File: src/rtl/mips_multicycle_ctrl.sv
// ---------------------------------------------------------------------------
// mips_multicycle_ctrl
//
// Multicycle control sequencer for a MIPS datapath with one shared ALU and a
// unified instruction/data memory. Each instruction walks through
// FETCH / DECODE / EXEC / MEM / WB steps; memory wait states are absorbed by
// holding FETCH, MEM_READ or MEM_WRITE until mem_ready is seen.
//
// Handshake: the memory side holds mem_read/mem_write asserted and the
// request completes on the first rising edge at which mem_ready is 1. The
// controller ignores mem_ready in every other state.
//
// Ports:
//   clk, rst          clock (rising edge) and asynchronous active-low reset
//   run               start/continue; sampled only at instruction boundaries
//   opcode            IR[31:26], stable from DECODE onward
//   mem_ready         memory completes the current access this cycle
//   pc_write ..       datapath control strobes/selects (combinational from
//   pc_source         state, opcode and mem_ready)
//   state             current state code (debug)
//   instr_done        last cycle of an instruction
//   illegal_op        unknown opcode seen in DECODE
//   instr_count       retired-instruction count, wraps modulo 2^CNT_W
// ---------------------------------------------------------------------------
module mips_multicycle_ctrl #(
    parameter int CNT_W = 32
) (
    input  logic             clk,
    input  logic             rst,
    input  logic             run,
    input  logic [5:0]       opcode,
    input  logic             mem_ready,
    output logic             pc_write,
    output logic             pc_write_cond,
    output logic             bne_sel,
    output logic             iord,
    output logic             mem_read,
    output logic             mem_write,
    output logic             ir_write,
    output logic             mem_to_reg,
    output logic             reg_dst,
    output logic             reg_we,
    output logic             alu_src_a,
    output logic [1:0]       alu_src_b,
    output logic [2:0]       alu_op,
    output logic [1:0]       pc_source,
    output logic [3:0]       state,
    output logic             instr_done,
    output logic             illegal_op,
    output logic [CNT_W-1:0] instr_count
);

    typedef enum logic [3:0] {
        IDLE      = 4'd0,
        FETCH     = 4'd1,
        DECODE    = 4'd2,
        MEM_ADDR  = 4'd3,
        MEM_READ  = 4'd4,
        MEM_WB    = 4'd5,
        MEM_WRITE = 4'd6,
        R_EXEC    = 4'd7,
        R_WB      = 4'd8,
        BRANCH    = 4'd9,
        JUMP      = 4'd10,
        ADDI_EXEC = 4'd11,
        ADDI_WB   = 4'd12
    } stateT;

    localparam logic [5:0] OP_RTYPE = 6'b000000;
    localparam logic [5:0] OP_LW    = 6'b100011;
    localparam logic [5:0] OP_SW    = 6'b101011;
    localparam logic [5:0] OP_BEQ   = 6'b000100;
    localparam logic [5:0] OP_BNE   = 6'b000101;
    localparam logic [5:0] OP_J     = 6'b000010;
    localparam logic [5:0] OP_ADDI  = 6'b001000;

    stateT curState;
    stateT nextState;
    stateT boundaryState;

    assign state = curState;

    // Where to go after the last cycle of an instruction (or an illegal
    // opcode): run is only looked at here.
    assign boundaryState = run ? FETCH : IDLE;

    always_ff @(posedge clk or negedge rst) begin
        if (!rst) begin
            curState    <= IDLE;
            instr_count <= '0;
        end else begin
            curState <= nextState;
            if (instr_done) begin
                instr_count <= instr_count + CNT_W'(1);
            end
        end
    end

    always_comb begin
        nextState     = IDLE;
        pc_write      = 1'b0;
        pc_write_cond = 1'b0;
        bne_sel       = 1'b0;
        iord          = 1'b0;
        mem_read      = 1'b0;
        mem_write     = 1'b0;
        ir_write      = 1'b0;
        mem_to_reg    = 1'b0;
        reg_dst       = 1'b0;
        reg_we        = 1'b0;
        alu_src_a     = 1'b0;
        alu_src_b     = 2'b00;
        alu_op        = 3'b000;
        pc_source     = 2'b00;
        instr_done    = 1'b0;
        illegal_op    = 1'b0;

        case (curState)
            IDLE: begin
                nextState = run ? FETCH : IDLE;
            end

            FETCH: begin
                // PC + 1 is computed by the ALU every fetch cycle but only
                // committed together with the IR load once memory responds.
                mem_read  = 1'b1;
                alu_src_b = 2'b01;
                ir_write  = mem_ready;
                pc_write  = mem_ready;
                nextState = mem_ready ? DECODE : FETCH;
            end

            DECODE: begin
                // Branch target is speculatively computed into ALUOut.
                alu_src_b = 2'b11;
                case (opcode)
                    OP_RTYPE:      nextState = R_EXEC;
                    OP_LW, OP_SW:  nextState = MEM_ADDR;
                    OP_BEQ, OP_BNE: nextState = BRANCH;
                    OP_J:          nextState = JUMP;
                    OP_ADDI:       nextState = ADDI_EXEC;
                    default: begin
                        // Unknown opcode is dropped without retiring.
                        illegal_op = 1'b1;
                        nextState  = boundaryState;
                    end
                endcase
            end

            MEM_ADDR: begin
                alu_src_a = 1'b1;
                alu_src_b = 2'b10;
                nextState = (opcode == OP_LW) ? MEM_READ : MEM_WRITE;
            end

            MEM_READ: begin
                mem_read  = 1'b1;
                iord      = 1'b1;
                nextState = mem_ready ? MEM_WB : MEM_READ;
            end

            MEM_WB: begin
                reg_we     = 1'b1;
                mem_to_reg = 1'b1;
                instr_done = 1'b1;
                nextState  = boundaryState;
            end

            MEM_WRITE: begin
                // The store retires in the cycle the memory accepts it.
                mem_write  = 1'b1;
                iord       = 1'b1;
                instr_done = mem_ready;
                nextState  = mem_ready ? boundaryState : MEM_WRITE;
            end

            R_EXEC: begin
                alu_src_a = 1'b1;
                alu_op    = 3'b010;
                nextState = R_WB;
            end

            R_WB: begin
                reg_dst    = 1'b1;
                reg_we     = 1'b1;
                instr_done = 1'b1;
                nextState  = boundaryState;
            end

            BRANCH: begin
                alu_src_a     = 1'b1;
                alu_op        = 3'b001;
                pc_write_cond = 1'b1;
                pc_source     = 2'b01;
                bne_sel       = (opcode == OP_BNE);
                instr_done    = 1'b1;
                nextState     = boundaryState;
            end

            JUMP: begin
                pc_write   = 1'b1;
                pc_source  = 2'b10;
                instr_done = 1'b1;
                nextState  = boundaryState;
            end

            ADDI_EXEC: begin
                alu_src_a = 1'b1;
                alu_src_b = 2'b10;
                nextState = ADDI_WB;
            end

            ADDI_WB: begin
                reg_we     = 1'b1;
                instr_done = 1'b1;
                nextState  = boundaryState;
            end

            // Unused codes 13-15 recover to IDLE with all outputs low.
            default: begin
                nextState = IDLE;
            end
        endcase
    end

endmodule

File: config.mk
export PLATFORM = sky130hd
export DESIGN_NAME = mips_multicycle_ctrl
export DESIGN_NICKNAME = d
export VERILOG_FILES = /design/src/rtl/mips_multicycle_ctrl.sv
export SDC_FILE = /design/constraint.sdc
export NUM_CORES = 1
export LEC_CHECK = 0
export CAP_MARGIN = 20
export CORE_ASPECT_RATIO = 0.9
export CORE_MARGIN = 1
export CORE_UTILIZATION = 47
export DETAILED_ROUTE_END_ITERATION = 12
export HOLD_SLACK_MARGIN = 0.1
export PLACE_DENSITY = 0.83
export SKIP_CTS_REPAIR_TIMING = 1
export SLEW_MARGIN = 20
export SYNTH_ARGS = -nofsm -noshare
export SYNTH_HDL_FRONTEND = slang
export SYNTH_SLANG_ARGS = --single-unit
File: constraint.sdc
create_clock -name clk -period 2.2 [get_ports clk]
set_input_delay 0.33 -clock clk [delete_from_list [all_inputs] [get_ports clk]]
set_output_delay 0.33 -clock clk [all_outputs]
set_load 0.03 [all_outputs]
---- Word-level counts from Yosys, hierarchy flattened ----
Cells that the tools add are included.
word-level totals
  bits in registers ....................... 36
  bits of input ports ..................... 10
  output and inout port bits .............. 56
  word-level logic and storage cells ...... 57
operators by class
  add/sub/neg operators ................... 1
  eq/ne operators ......................... 18
  multiplexer cells ....................... 24
  reduce and logical (&&, ||, !) cells .... 12
operator list
  cell                     count
  $add A32 B1 Y32 const B  1
  $pmux W4 S8              1
  $eq A4 B4 Y1 const B     5
  $pmux W4 S5              1
  $eq A4 B3 Y1 const B     4
  $mux W1                  14
  $eq A6 B3 Y1 const B     2
  $eq A6 B6 Y1 const B     2
  $reduce_or A2 Y1         5
  $eq A4 B2 Y1 const B     2
  $pmux W2 S2              2
  $reduce_or A7 Y1         1
  $eq A6 B2 Y1 const B     1
  $eq A6 B4 Y1 const B     1
  $logic_not A6 Y1         1
  $pmux W2 S3              1
  $reduce_or A6 Y1         1
  $reduce_or A5 Y1         1
  $eq A4 B1 Y1 const B     1
  $logic_not A4 Y1         1
  $mux W2                  2
  $pmux W1 S2              2
  $reduce_or A4 Y1         1
  $mux W3                  1
  $reduce_or A3 Y1         1

---- Longest topological paths before layout ----
Gate-level depths: netlist of the first run.
  depth after elaboration ................. 4
  depth in mapped cells ................... 6
  gate-level depth less buffers ........... 5

---- Worst setup path after synthesis of the first run ----
No wires, ideal clock.
  path kind ............................... register -> output
  from .................................... reg curState[0] (netlist: state[0])
  to ...................................... out illegal_op
  data arrival time ....................... 2.336 ns
  data required time ...................... 1.870 ns
  slack ................................... -0.466 ns
  cell stages (with the launch flop) ...... 6
  buffers on the path ..................... 1
  path through ............................ dfrtp_1 clkbuf_1 inv_1 nand2_1 or3_1 nor4_1
on the way
  word-level cells in the longest chain between the ends .. 2
ends and longest elaborated chain
  what                    RTL line  source
  from (decl)             77        stateT curState;
  from (signal assigned)  92        curState <= nextState;
  $eq A4 B2 Y1            118       case (curState)
  $mux W1                 118
  to (decl)               49        output logic illegal_op,
No other way between the ends.

---- Worst setup path in the final report of the first run ----
  from .................................... in opcode[1]
  to ...................................... out illegal_op
on the way
  word-level cells in the longest chain between the ends .. 4
  elaborated cells between the ends (all ways) .. 10
  those cells by class .................... eq/ne: 6; mux: 2; reduce/logical: 2
ends and longest elaborated chain
  what                                  RTL line  source
  from (decl)                           31        input logic [5:0] opcode,
  $eq A6 B6 Y1 (tied with other cells)  136       case (opcode)
  $reduce_or A7 Y1 (no line) (*)        n/a
  $mux W1 (*)                           136
  $mux W1 (*)                           118
Mark *: on every way between the ends. The rest lies on a longest branch, timed or not.

==> flow_metrics.py, run 1 <==
metrics = {
    "grt": {
        "grtUsageTotal_pct": 22.8,
        "first_global_vias": 1750,
        "grt_max_degree": 37,
        "grt_pass1_wl_um": 8330,
        "grt_remaining_overflow": 0,
        "antenna_found_initial": 0,
    },
    "synth": {
        "synthTopCellsByArea": "dfrtp_1 43%, xnor2_1 7.1%, xor2_1 5.8%, nand3_1 3.3%, nor3_2 3.3%",
        "synth_top_area_share_pct": 42.9,
        "netlist.top_cell.by_area": "dfrtp_1",
        "seq_area_frac_synth_pct": 42.9,
        "ys_warn_count": 0,
        "syn_area_um2": 2100,
        "synthCells": 220,
        "avgSynthCellArea_um2": 9.54,
        "synth_seq_cells": 36,
        "synth_nets": 231,
        "synth.distinct_cells": 48,
    },
    "detailed_routing": {
        "first_pass_iters": 5,
        "ant_nets": 0,
        "wl_um": 5140,
        "remaining_drc_errors": 0,
        "drt_iter0_markers": 110,
        "vias": 1961,
        "viasPerCell": 5.45,
        "route.detailed.wl_per_inst_um": 14.3,
    },
    "layout": {
        "fin_area_um2": 3040,
        "drive_gt1_share_pct": 18.7,
        "syn_to_final_growth_pct": 45.0,
        "nets": 310,
        "n_antenna_cell": 0,
        "fin_util_pct": 72.7,
        "fillers": 326,
    },
    "flow_run": {
        "maxCapViolCount": 0,
    },
    "clock_network": {
        "clk_latency_ns": 0.29,
        "numClockSinks": 36,
        "clockBufferDepth": 2,
        "clk_pin_slew_ns": 0.07,
        "cts_buffers": 5,
        "h-tree-depth": 2,
        "cts_tree": "done",
        "cts_root_buffer": "clkbuf_8",
    },
    "setup_path": {
        "cp-start-kind": "input port",
        "critical_path_buf_inv_count": 2,
        "cpPeakStageDelay_ns": 0.47,
        "critPathSlowestCell": "clkdlybuf4s50_1",
        "cpMostUsedCell": "a21oi_1",
        "cp.arrival_ns": 1.93,
        "worstSetupPathType": "in -> out",
        "cp_top_family": "simple AND/OR/NAND/NOR gates",
        "crit_fanout": 2,
        "crit_chain": "clkdlybuf4s50_1, or3b_2, a21oi_1, a21oi_1, nor3_1, nor4_2, clkbuf_2",
        "crit_path_end_kind": "output port",
        "required_ns": 1.87,
    },
    "pwr": {
        "switching_power_mw": 1.02,
        "combinationalPowerShare_pct": 48.7,
        "p_clk_share_pct": 19.0,
        "powerDensity_nw_per_um2": 822,
        "leakage_nw": 1.37,
        "p_sw_share_pct": 40.6,
        "p_int_mw": 1.49,
        "total_power_mw": 2.50,
        "ir_drop_mv": 0.787,
        "pwr-share-seq_pct": 32.3,
    },
    "min_path": {
        "hold_class": "in -> async",
    },
    "place": {
        "numPortBuffers": 64,
        "place_ws_ns": -0.536,
        "place_hpwl_um": 3800,
        "gp_congestion": 0.834,
        "placed_area_um2": 2910,
    },
    "floorplan": {
        "rows": 22,
        "die_y_um": 65.4,
        "design.core.area_um2": 4180,
        "initial_core_util_pct": 50.1,
        "fp.dieW_um": 72.4,
        "dieArea_um2": 4740,
        "boundaryPins": 66,
    },
    "timing": {
        "fin_ws_ns": -0.0582,
        "skew_ns": 0.00573,
        "min_period_ns": 2.26,
        "slew_violations": 0,
        "fmax_mhz": 443,
        "rsz0062_at_grt": "yes",
        "fin_crit_sh_pct": 103,
        "final-setup-viol-count": 1,
        "hold_violations": 0,
    },
    "outcome": {
        "outcome": "finished with violations",
        "violations": "setup timing",
    },
}
[routing by layer]
layer	global-route usage, %	vias up	routed length (um)
li1	-	927	-
met2	35.2	82	2420
met5	0	-	0
met3	5.06	14	318
met1	32.0	938	2300
met4	6.62	0	89
[layout by cell type, fill, tap and decap left out, types with 2 or more instances in the layout]
cell type	instances
and3_1	5
nand3b_1	2
nand2_2	2
a211oi_1	3
buf_4	25
or2_2	2
or3_1	4
nor2_1	17
xor2_1	14
clkbuf_1	2
clkbuf_8	6
nand3_1	14
dlymetal6s2s_1	14
nand2_1	15
nor4_1	3
mux2_2	2
dfrtp_1	36
nor3_1	6
nor3_2	9
xnor2_1	17
and4_1	2
clkdlybuf4s50_1	45
a21o_1	2
nand4_1	10
nand2b_1	5
inv_1	4
a21oi_1	8
[through the flow]
stage                     std cells  setup TNS (ns)  hold WS [ns]
after CTS                       360           -1.29         0.468
after floorplan                 220          -0.149        0.0344
after detailed placement        352          -0.536         0.466
after global placement          352          -0.446         0.459
after global routing            360          -0.110         0.485
final                           360         -0.0582         0.444
[worst register-to-register path: stages, from the launching register on]
cell      delay [ns]
dfrtp_1         0.39
buf_4           0.19
nand2b_1        0.21
a21o_1          0.21
a211o_1         0.33
buf_4           0.20
nor3_2          0.21
xor2_1          0.18
[final cells by class]
class                   count  area, um^2  share of cell area (%)
flip-flops and latches     36         901                    29.6
multi-input cells         166        1120                    36.9
inverters                   4        15.0                   0.494
clock buffers               8        90.1                    2.96
well taps                  60        75.1                    2.47
repair buffers             86         838                    27.6
[power by group through the flow]
stage	Clock, mW	Combinational (mW)	Sequential (mW)
after global placement	0	1.21	0.816
after CTS	0.483	1.23	0.809
after global routing	0.511	1.29	0.819
final	0.474	1.22	0.809
after detailed placement	0	1.22	0.820
after floorplan	0	0.573	0.968
[cells in the mapped netlist, drive strengths merged]
| master | count |
|---|---|
| nand4b | 1 |
| and4 | 3 |
| mux2 | 2 |
| o21ai | 2 |
| or2 | 2 |
| nand3 | 14 |
| mux2i | 1 |
| or3 | 4 |
| buf | 7 |
| and3 | 5 |
| o21ba | 1 |
| dfrtp | 36 |
| nor4 | 5 |
| and2 | 1 |
| nand3b | 2 |
| inv | 4 |
| a21boi | 1 |
| o221ai | 1 |
| a31oi | 1 |
| a21o | 2 |
| a211o | 1 |
| a21oi | 8 |
| o31ai | 1 |
| nor2 | 18 |
| o31a | 1 |
| xnor2 | 17 |
| clkbuf | 7 |
| nand4 | 10 |
| nand2 | 17 |
| nor3 | 15 |
| conb | 1 |
| o311ai | 1 |
| nand2b | 6 |
| ha | 1 |
| a211oi | 4 |
| xor2 | 14 |
| o2bb2ai | 1 |
| or3b | 1 |
| nor2b | 1 |
[path summary, 6_finish.rpt]
| kind | start | to | slack (ns) | cells after the start |
|---|---|---|---|---|
| worst max-delay path | opcode[1] | illegal_op | -0.06 | 7 |
| min in group clk | instr_count[31] | instr_count[31] | 0.47 | 1 |
| worst max register to register | state[1] | instr_count[28] | 0.21 | 7 |
| max in group asynchronous | rst | instr_count[26] | 1.43 | 2 |
| worst min-delay path | rst | instr_count[27] | 0.44 | 2 |
| worst min register to register | instr_count[31] | instr_count[31] | 0.47 | 1 |
[cell families after synthesis]
| family | Yosys count | synth area share (%) |
|---|---|---|
| buffers and inverters | 18 | 4.59 |
| multiplexers | 3 | 1.55 |
| AO/OA/AOI/OAI | 25 | 8.35 |
| XOR/XNOR | 31 | 12.9 |
| AND/OR/NAND/NOR | 105 | 28.9 |
| other | 1 | 0.179 |
| adder cells (fa/ha/maj) | 1 | 0.596 |
| flip-flops | 36 | 42.9 |
[sequential cells by signal (all words and copies together) (netlist names)]
| register | count |
|---|---|
| state | 4 |
| instr_count | 32 |
No activity file was read; power rests on OpenSTA's default activity.
==> run 2, diff against run 1 <==
--- a/config.mk
+++ b/config.mk
@@ -11,5 +11,4 @@
 export CORE_UTILIZATION = 47
 export DETAILED_ROUTE_END_ITERATION = 12
-export HOLD_SLACK_MARGIN = 0.1
 export PLACE_DENSITY = 0.83
 export SKIP_CTS_REPAIR_TIMING = 1
==> constraint.sdc (replaced) <==
create_clock -name clk -period 2.2 [get_ports clk]
set_input_delay 0.22 -clock clk [delete_from_list [all_inputs] [get_ports clk]]
set_output_delay 0.22 -clock clk [all_outputs]
set_load 0.03 [all_outputs]
==> run 2 against run 1 <==
  * The flow now finishes without violations
  * Register-to-register slack got worse by 0.04 ns
  * First-iteration DRC count rose by 27%
  * Sequential share of layout area grew 0.16 points
  * Clock power grew 4.9%
  * Sequential power barely moved
  * Die area stayed put
  * Critical endpoint is now reg_dst
  * Largest cell class unchanged
  * Largest power group unchanged
==> flow_metrics.py, run 2 (same netlist as run 1, synthesis figures left out) <==
metrics = {
    "outcome": {
        "outcome": "completed",
    },
    "setup_path": {
        "cp.arrival_ns": 1.91,
        "cpPeakStageDelay_ns": 0.70,
        "crit_fanout": 14,
        "crit_chain": "buf_4, nand2b_1, nor3_1, clkdlybuf4s50_1",
        "crit_path_end_kind": "output port",
        "critical_path_buf_inv_count": 2,
        "worstSetupPathType": "reg -> out",
        "cp-start-kind": "register",
        "critPathSlowestCell": "clkdlybuf4s50_1",
        "cp_top_family": "buffers and inverters",
        "required_ns": 1.98,
    },
    "pwr": {
        "pwr-share-seq_pct": 31.9,
        "leakage_nw": 1.28,
        "p_sw_share_pct": 40.2,
        "combinationalPowerShare_pct": 48.4,
        "powerDensity_nw_per_um2": 836,
        "total_power_mw": 2.53,
        "p_clk_share_pct": 19.7,
        "p_int_mw": 1.51,
        "ir_drop_mv": 0.971,
        "switching_power_mw": 1.02,
    },
    "detailed_routing": {
        "drt_iter0_markers": 140,
        "ant_nets": 0,
        "dr.max_layer_used": "met4",
        "viasPerCell": 5.38,
        "route.detailed.wl_per_inst_um": 14.3,
        "wl_met3_um": 268,
        "remaining_drc_errors": 0,
        "first_pass_iters": 4,
        "dr_wl_met2_um": 2500,
        "wl_um": 5120,
        "vias": 1926,
        "drt-met1-wl_um": 2300,
    },
    "timing": {
        "fin_ws_ns": 0.0711,
        "fin_tns_setup_ns": 0,
        "hold_violations": 0,
        "min_period_ns": 2.13,
        "final-setup-viol-count": 0,
        "fin_crit_sh_pct": 96.8,
        "skew_ns": 0.00358,
        "slew_violations": 0,
        "fmax_mhz": 470,
        "holdWs_ns": 0.348,
    },
    "floorplan": {
        "die_y_um": 65.4,
        "design.core.area_um2": 4180,
        "rows": 22,
        "dieArea_um2": 4740,
        "initial_core_util_pct": 50.1,
        "boundaryPins": 66,
        "fp.dieW_um": 72.4,
    },
    "clock_network": {
        "clockBufferDepth": 2,
        "clk_latency_ns": 0.28,
        "cts_tree": "done",
        "h-tree-depth": 2,
        "cts_root_buffer": "clkbuf_8",
        "numClockSinks": 36,
        "clk_pin_slew_ns": 0.07,
        "cts_buffers": 5,
    },
    "grt": {
        "grtUsageTotal_pct": 22.8,
        "grt_pass1_wl_um": 8280,
        "antenna_found_initial": 0,
        "grt_max_degree": 37,
        "first_global_vias": 1733,
        "grt_remaining_overflow": 0,
    },
    "place": {
        "dp_cells": 351,
        "place_ws_ns": -0.326,
        "place_hpwl_um": 3730,
        "gp_congestion": 0.837,
        "numPortBuffers": 64,
    },
    "layout": {
        "syn_to_final_growth_pct": 44.2,
        "n_antenna_cell": 0,
        "largest_reg_flops": 32,
        "regArea_um2": 901,
        "nets": 309,
        "mostFrequentLayoutCells": "52 x clkdlybuf4s50_1, 36 x dfrtp_1, 23 x buf_4",
        "multi_input_comb_area_um2": 1120,
        "drive_gt1_share_pct": 17.4,
        "top_register": "instr_count",
        "instances_no_fill": 358,
        "layout_commonest_cell": "clkdlybuf4s50_1",
        "fillers": 322,
    },
    "flow_run": {
        "maxCapViolCount": 0,
    },
    "min_path": {
        "hold_class": "in -> async",
    },
}
==> run 2: cell count changes in the layout (fill, tap and decap cells not counted), sizes merged <==
| cell | before | now |
|---|---|---|
| buf | 26 | 23 |
| clkbuf | 9 | 7 |
| clkdlybuf4s50 | 45 | 52 |
| dlymetal6s2s | 14 | 10 |
==> run 2: final timing paths <==
path / slack (ns) / endpoint / startpoint / depth (start not counted)
min: 0.35 / instr_count[27] / rst / 2
min in group clk: 0.47 / instr_count[31] / instr_count[31] / 1
max reg2reg: 0.17 / instr_count[28] / state[3] / 7
max in group asynchronous: 1.53 / instr_count[16] / rst / 2
max: 0.07 / reg_dst / state[2] / 4
min reg2reg: 0.47 / instr_count[31] / instr_count[31] / 1
==> run 2: power groups by stage <==
stage / registers (mW) / logic, mW / clock network [mW]
after CTS: 0.807 / 1.24 / 0.505
after global placement: 0.816 / 1.21 / 0
after detailed placement: 0.817 / 1.23 / 0
final: 0.807 / 1.22 / 0.497
after floorplan: 0.968 / 0.573 / 0
after global routing: 0.817 / 1.30 / 0.536
==> run 2: layer usage <==
| layer | vias up | track usage [%] |
|---|---|---|
| met5 | - | 0 |
| met2 | 59 | 36.9 |
| met3 | 6 | 3.68 |
| met4 | 0 | 5.88 |
| met1 | 934 | 31.7 |
| li1 | 927 | - |
==> run 2: worst reg2reg max path: stages, from the launching register on <==
cell	delay (ns)
dfrtp_1	0.37
buf_4	0.18
nand2b_2	0.24
a21o_1	0.25
a211o_1	0.31
buf_4	0.19
nor3_2	0.22
xor2_1	0.19
==> run 2: area by class of cell <==
type | count | share of cell area [%]
Inverter | 4 | 0.496
Multi-Input combinational cell | 166 | 37.0
Timing Repair Buffer | 85 | 27.0
Tap cell | 60 | 2.48
Sequential cell | 36 | 29.8
Clock buffer | 7 | 3.18
==> run 2: through the flow <==
stage / util [%] / cell area (um^2)
2_1_floorplan: - / 2110
3_3_place_gp: 69.3 / 2900
3_5_place_dp: 69.3 / 2900
4_1_cts: 71.6 / 3000
5_1_grt: 72.3 / 3030
6_report: 72.3 / 3030
